`src/rtl/ad9910_spi_arbiter.sv`:
```
// Round-robin arbiter sharing one AD9910 SPI driver between two requesters; readback routed to the owner.
// Define AD9910_AUTO_IOUPD_EN to pulse IO_UPDATE for IOUPD_CYCLES after every successful write.
module ad9910_spi_arbiter #(
    parameter int IOUPD_CYCLES  = 8,
    parameter int START_TIMEOUT = 16
) (
    input  logic         clk,
    input  logic         reset,
    input  logic [1:0]   req_valid,
    output logic [1:0]   req_ready,
    input  logic [15:0]  req_instr,
    input  logic [127:0] req_data,
    input  logic [7:0]   req_len,
    output logic [1:0]   rsp_valid,
    output logic [63:0]  rsp_data,
    output logic         rsp_err,
    output logic [1:0]   grant,
    output logic         drv_start,
    output logic [7:0]   drv_instr,
    output logic [63:0]  drv_data,
    output logic [3:0]   drv_len,
    input  logic         drv_busy,
    input  logic [63:0]  drv_rdata,
    output logic         io_update
);

    localparam int CNT_MAX = (IOUPD_CYCLES > START_TIMEOUT) ? IOUPD_CYCLES : START_TIMEOUT;
    localparam int CW      = $clog2(CNT_MAX + 1);

    typedef enum logic [2:0] {
        S_IDLE,
        S_ISSUE,
        S_WAIT_BUSY,
        S_WAIT_DONE,
`ifdef AD9910_AUTO_IOUPD_EN
        S_IOUPD,
`endif
        S_RESP
    } state_t;

    state_t        state_q, state_d;
    logic [CW-1:0] cnt_q;
    logic          last_q;
    logic          pick;
    logic          accept;
    logic          load_rsp;
    logic [63:0]   rsp_data_d;
    logic          rsp_err_d;
    logic [63:0]   rd_word;
    logic [7:0]    sel_instr;
    logic [63:0]   sel_data;
    logic [3:0]    sel_len;
    logic          len_ok;

    // On a tie the requester not served last wins; last_q=1 means req1 was served last.
    always_comb begin
        pick      = (req_valid == 2'b11) ? ~last_q : (req_valid[1] & ~req_valid[0]);
        sel_instr = pick ? req_instr[15:8]  : req_instr[7:0];
        sel_data  = pick ? req_data[127:64] : req_data[63:0];
        sel_len   = pick ? req_len[7:4]     : req_len[3:0];
        len_ok    = (sel_len != 4'd0) && (sel_len <= 4'd8);
    end

    always_comb begin
        state_d    = state_q;
        accept     = 1'b0;
        load_rsp   = 1'b0;
        rsp_data_d = 64'd0;
        rsp_err_d  = 1'b0;
        rd_word    = drv_instr[7] ? drv_rdata : 64'd0;
        case (state_q)
            S_IDLE: begin
                // A busy driver here belongs to someone else; wait for it to go idle.
                if (!drv_busy && (|req_valid)) begin
                    accept = 1'b1;
                    if (len_ok) begin
                        state_d = S_ISSUE;
                    end else begin
                        state_d   = S_RESP;
                        load_rsp  = 1'b1;
                        rsp_err_d = 1'b1;
                    end
                end
            end
            S_ISSUE: state_d = S_WAIT_BUSY;
            S_WAIT_BUSY: begin
                // cnt_q is 0 on the cycle after drv_start, so RESP lands START_TIMEOUT cycles after it.
                if (drv_busy) begin
                    state_d = S_WAIT_DONE;
                end else if (cnt_q == CW'(START_TIMEOUT - 2)) begin
                    state_d   = S_RESP;
                    load_rsp  = 1'b1;
                    rsp_err_d = 1'b1;
                end
            end
            S_WAIT_DONE: begin
                if (!drv_busy) begin
                    state_d    = S_RESP;
                    load_rsp   = 1'b1;
                    rsp_data_d = rd_word;
`ifdef AD9910_AUTO_IOUPD_EN
                    if (!drv_instr[7]) begin
                        state_d  = S_IOUPD;
                        load_rsp = 1'b0;
                    end
`endif
                end
            end
`ifdef AD9910_AUTO_IOUPD_EN
            S_IOUPD: begin
                // Only writes get here, so the response payload is always zero.
                if (cnt_q == CW'(IOUPD_CYCLES - 1)) begin
                    state_d  = S_RESP;
                    load_rsp = 1'b1;
                end
            end
`endif
            S_RESP:  state_d = S_IDLE;
            default: state_d = S_IDLE;
        endcase
    end

    assign req_ready = (accept && !reset) ? (pick ? 2'b10 : 2'b01) : 2'b00;
    assign drv_start = (state_q == S_ISSUE) && !reset;
    assign rsp_valid = (state_q == S_RESP && !reset) ? grant : 2'b00;

    always_ff @(posedge clk) begin
        if (reset) begin
            state_q   <= S_IDLE;
            cnt_q     <= '0;
            last_q    <= 1'b1;
            grant     <= 2'b00;
            drv_instr <= 8'd0;
            drv_data  <= 64'd0;
            drv_len   <= 4'd0;
            rsp_data  <= 64'd0;
            rsp_err   <= 1'b0;
        end else begin
            state_q <= state_d;
            cnt_q   <= (state_d != state_q) ? '0 : cnt_q + 1'b1;
            if (accept) begin
                grant     <= pick ? 2'b10 : 2'b01;
                drv_instr <= sel_instr;
                drv_data  <= sel_data;
                drv_len   <= sel_len;
            end
            if (load_rsp) begin
                rsp_data <= rsp_data_d;
                rsp_err  <= rsp_err_d;
            end
            if (state_q == S_RESP) begin
                last_q <= grant[1];
                grant  <= 2'b00;
            end
        end
    end

`ifdef AD9910_AUTO_IOUPD_EN
    logic io_update_q;

    always_ff @(posedge clk) begin
        if (reset) begin
            io_update_q <= 1'b0;
        end else begin
            io_update_q <= (state_d == S_IOUPD);
        end
    end

    assign io_update = io_update_q & ~reset;
`else
    assign io_update = 1'b0;
`endif

endmodule

```
`config.mk`:
```
export PLATFORM = sky130hd
export DESIGN_NAME = ad9910_spi_arbiter
export DESIGN_NICKNAME = d
export VERILOG_FILES = /design/src/rtl/ad9910_spi_arbiter.sv
export SDC_FILE = /design/constraint.sdc
export NUM_CORES = 1
export LEC_CHECK = 0
export BUFFER_PORTS_ARGS = -buffer_cell sky130_fd_sc_hd__buf_2
export CELL_PAD_IN_SITES_DETAIL_PLACEMENT = 1
export CELL_PAD_IN_SITES_GLOBAL_PLACEMENT = 2
export CORE_UTILIZATION = 23
export CTS_CLUSTER_SIZE = 12
export DETAILED_ROUTE_END_ITERATION = 7
export PLACE_DENSITY = 0.82
export SLEW_MARGIN = 30
export SYNTH_ARGS = -nofsm -noshare
export SYNTH_HDL_FRONTEND = slang
export SYNTH_SLANG_ARGS = --single-unit
```
`constraint.sdc`:
```
create_clock -name clk -period 2.1 [get_ports clk]
set_clock_uncertainty 0.15 [all_clocks]
set_input_delay 0.21 -clock clk [delete_from_list [all_inputs] [get_ports clk]]
set_output_delay 0.21 -clock clk [all_outputs]
set_load 0.1 [all_outputs]
```
# After elaboration in Yosys (flattened, before gate mapping)

Cells that the tools add are included.

$add $sub $neg: 1
Magnitude comparators: 1
Equality and inequality tests: 7
Multiplexer cells: 25
Bitwise gates (word level): 3
Reductions and logical operators: 12

Operators with widths:

| kind                                                                   | count |
|---|---|
| 64-bit two-way mux                                                     | 4 |
| 3-bit two-way mux                                                      | 5 |
| 3-bit one-hot mux with 4 select lines                                  | 1 |
| 1-bit two-way mux                                                      | 8 |
| 8-bit two-way mux                                                      | 1 |
| 3-bit by 2-bit equality test with 1-bit output (second input constant) | 2 |
| 2-bit two-way mux                                                      | 3 |
| 2-bit OR reduction                                                     | 3 |
| 5-bit by 1-bit adder with 5-bit output (second input constant)         | 1 |
| 5-bit by 4-bit equality test with 1-bit output (second input constant) | 1 |
| 1-bit logical AND                                                      | 5 |
| 4-bit less-or-equal comparator (second input constant)                 | 1 |
| 4-bit two-way mux                                                      | 1 |
| 4-bit nonzero test                                                     | 1 |
| 3-bit by 1-bit equality test with 1-bit output (second input constant) | 1 |
| 3-bit equality test (second input constant)                            | 1 |
| 3-bit zero test                                                        | 1 |
| 3-bit != test                                                          | 1 |
| 1-bit one-hot mux with 3 select lines                                  | 1 |
| 2-bit equality test (second input constant)                            | 1 |
| 1-bit zero test                                                        | 2 |
| 1-bit inverter                                                         | 2 |
| 1-bit one-hot mux with 2 select lines                                  | 1 |
| 1-bit AND                                                              | 1 |

Bits in registers: 152
Output and inout port bits: 149
Logic and storage cells: 58

# Longest topological paths before layout

Depth after elaboration: 11
Gate-level depth with buffers: 7
Mapped depth without buffers: 6

# Worst setup path after synthesis

Ideal clock, no wire load.

Kind: flip-flop to output port
Start: register grant[1]
End: output port rsp_valid[1]
Arrival: 3.262 ns
Setup slack: -1.522 ns
Stages on the path, launching flop included: 2
Buffers on the path: 0
Cells stage by stage: dfxtp_1 nor3b_1

Word-level cells in the longest chain between the ends: 1

Ends and longest elaborated chain:

| element                | RTL line | text |
|---|---|---|
| from (decl)            | 17       | `output logic [1:0] grant,` |
| from (signal assigned) | 142      | `grant <= pick ? 2'b10 : 2'b01;` |
| 2-bit two-way mux      | 125      | `assign rsp_valid = (state_q == S_RESP && !reset) ? grant : 2'b00;` |
| to (decl)              | 14       | `output logic [1:0] rsp_valid,` |

Every way passes these cells.

# Worst setup path after layout

Start: input port req_len[4]
End: register rsp_data[42]

Word-level cells in the longest chain between the ends: 6

Ends and longest elaborated chain:

| element                                                              | RTL line | text |
|---|---|---|
| from (decl)                                                          | 13       | `input logic [7:0] req_len,` |
| 4-bit two-way mux *                                                  | 60       | `sel_len = pick ? req_len[7:4] : req_len[3:0];` |
| 4-bit less-or-equal comparator or 4-bit nonzero test (tied branches) | 61       | `len_ok = (sel_len != 4'd0) && (sel_len <= 4'd8);` |
| 1-bit logical AND *                                                  | 61       |  |
| 1-bit two-way mux *                                                  | 76       | `if (len_ok) begin` |
| 1-bit two-way mux *                                                  | 74       | `if (!drv_busy && (\|req_valid)) begin` |
| 1-bit one-hot mux with 3 select lines *                              | 71       | `case (state_q)` |
| to (signal assigned)                                                 | 148      | `rsp_data <= rsp_data_d;` |
| to (decl)                                                            | 15       | `output logic [63:0] rsp_data,` |

Every way passes the cells marked *; elsewhere a longest branch is shown, timed or not.
A chain may end at the register's enable or synchronous reset.

==> metrics <==
P&R area growth vs syn=89.9%; Post-Syn Nets=867; TritonCTS Buffers=17; main flop type after synthesis=dfxtp_1; library cells used by synthesis=38; htree depth=4; Crit Path Class=primary input to flop; setup_tns=0 ns; status=complete, no violations; Sink Count=152; Yosys reg bits=~150; core box area=25,100 sq um; Cell Count, Final, Fillers Out=1,560; Tmin final=2.07 ns; Clock transition at path regs=0.06 ns; synth warn=0; RSZ-0062 raised after global routing=false; Starting Density=0.233; Post-Synthesis Cells=644; Skew-Pair Late Insertion Delay=0.41 ns; Final Hold Fails=0; CTS tree=built; Top-Level Pins=370; Max VDD drop=roughly 0.00050 V; fmax=0.484 GHz; Horiz. Die Dim=162 um; largest net degree at the start of global routing=80; grt ovf=0; Pwr Density=813 nW/um^2; die area=between 20,000 and 30,000 sq um; drt total wl=28,900 um; routed len/inst=18.5 um; Largest stage delay, worst path=approximately 0.55 ns; first-pass GRT wire length=43,100 um; Post-synth EDFFs=0; Starting DRT DRC Count=343; period utilization=0.984; DP Cell Count=1,299; crit-path cells=dlygate4sd3_1, buf_2, or4_4, nand3_4, a311oi_4, buf_6, clkbuf_16, a22o_1; drt drc=0; syn avg cell area=9.10 sq um; post-synthesis instance area=5860 sq um; Leakage Power=around 5.2 nW; Final GP Congestion=0.749; total of max-cap violations=0; drt via density=between 4 and 5; Hold Crit Class=primary input to flop; WP data arrival=2.21 ns; port buffer count=368; startpoint class of the critical path=primary input; Slew @ Worst Pin=0.553 ns; Global Route Usage Sum=0.210; relative slew slack=0.634; antenna violations before repair=0; Post-synth ARST share=0; nets=1,439; via count of the first global-routing pass=just under 8,000; commonest non-fill, non-tap cell in the layout=buf_2; Worst Path Max Fanout=16; Post-DRT Antenna Nets=0; post-synthesis sequential area ratio=0.519; dpl hpwl=approximately 16,000 um; Worst path slowest cell=or4_4; share of layout cells above drive strength 1=0.369; vias=7,385; final slew viol count=0; final setup violation count=0; DRT Pass-1 Iters=4; Critical Path Sink Type=flop; Die Height=162 um; row cnt=58; Min Hold Slack=0.0709 ns; total power=9.05 mW; most frequent cells in the layout=buf_2 (362), dlygate4sd3_1 (217), nand2_1 (157); Crit path required time=2.24 ns; CTS root buffer=clkbuf_16; fin util=0.443; CTS Buffer Depth=2
## area by class of cell
| type | count | area [sq um] |
|---|---|---|
| clock inverters | 13 | 133 |
| clock buffers | 19 | 443 |
| flip-flops and latches | 152 | 3050 |
| inverters | 3 | 11.3 |
| well taps | 330 | 413 |
| fillers | 2932 | 14000 |
| multi-input cells | 429 | 2650 |
| repair buffers | 613 | 4420 |
| diodes | 1 | 2.50 |
## stage by stage
step	setup WS (ns)	instance area (sq um)
6_report	0.0338	11100
5_1_grt	0.00186	11100
4_1_cts	-0.0165	11000
3_5_place_dp	-0.00201	8180
3_3_place_gp	0.0352	8180
2_1_floorplan	-0.335	5900
## layer usage
metal | GRT usage | routed length [um] | vias up | share of wire
met2 | 0.381 | 14600 | 315 | 0.51
met4 | 0.0669 | 575 | 0 | 0.020
met1 | 0.239 | 11900 | 3573 | 0.41
met5 | 0 | 0 | - | 0
met3 | 0.0521 | 1820 | 39 | 0.063
li1 | - | - | 3458 | -
## cells in the mapped netlist, types with 2 or more instances
library cell | number | area (sq um)
a211o_1 | 2 | 17.5
nor3b_1 | 3 | 22.5
nor3_1 | 9 | 45.0
or4_1 | 2 | 15.0
buf_2 | 17 | 85.1
inv_1 | 3 | 11.3
nand2_1 | 157 | 589
xnor2_1 | 2 | 17.5
o31ai_1 | 2 | 15.0
nand3_1 | 5 | 25.0
dfxtp_1 | 152 | 3040
buf_6 | 6 | 67.6
o21ai_1 | 2 | 10.0
ha_1 | 2 | 25.0
a311oi_1 | 76 | 666
a22o_1 | 64 | 561
nor2_1 | 79 | 297
a21oi_1 | 5 | 25.0
nand3_2 | 2 | 20.0
clkbuf_1 | 35 | 131
xor2_1 | 2 | 17.5
## sequential cells by signal (all words and copies together) (netlist names)
| register | cells |
|---|---|
| grant | 2 |
| drv_instr | 8 |
| last_q | 1 |
| drv_data | 64 |
| rsp_data | 64 |
| drv_len | 4 |
| state_q | 3 |
| rsp_err | 1 |
| cnt_q | 5 |
## power by group
part / switching [mW] / leakage, nW / internal (mW)
clock: 1.40 / 0.275 / 1.70
sequential: 0.104 / 1.24 / 3.06
combinational: 1.97 / 3.64 / 0.816
## critical path: cells and delay by family
kind | cells | cell delay [ns]
buffers and inverters | 4 | 1.01
AOI/OAI and AO/OA | 2 | 0.32
and+or+nand+nor | 2 | 0.68
## what timing repair did
item / CTS / global route
gates cloned: 0 / 3
buffers inserted: 2 / 7
endpoints found under the hold margin: 141 / 0
pin swaps: 3 / 6
gates resized for setup: 9 / 16
hold buffers: 217 / 0
setup endpoints to repair: 67 / 66
## path summary, 6_finish.rpt
kind         cells past startpoint      endpoint  slack [ns]        from
min                              4    state_q[2]        0.07    drv_busy
max reg2reg                      8  rsp_data[42]        0.06    cnt_q[0]
max                              8  rsp_data[42]        0.03  req_len[4]
min reg2reg                      1      cnt_q[0]        0.30    cnt_q[0]
## cell families after synthesis
| group | after synthesis | share of synthesized area |
|---|---|---|
| buffers and inverters | 63 | 0.0523 |
| flip-flops | 152 | 0.519 |
| XOR/XNOR | 4 | 0.00598 |
| AO/OA/AOI/OAI | 160 | 0.239 |
| other | 1 | 0.000640 |
| adder cells (fa/ha/maj) | 2 | 0.00427 |
| AND/OR/NAND/NOR | 262 | 0.179 |
Power figures use the tool's default switching activity.
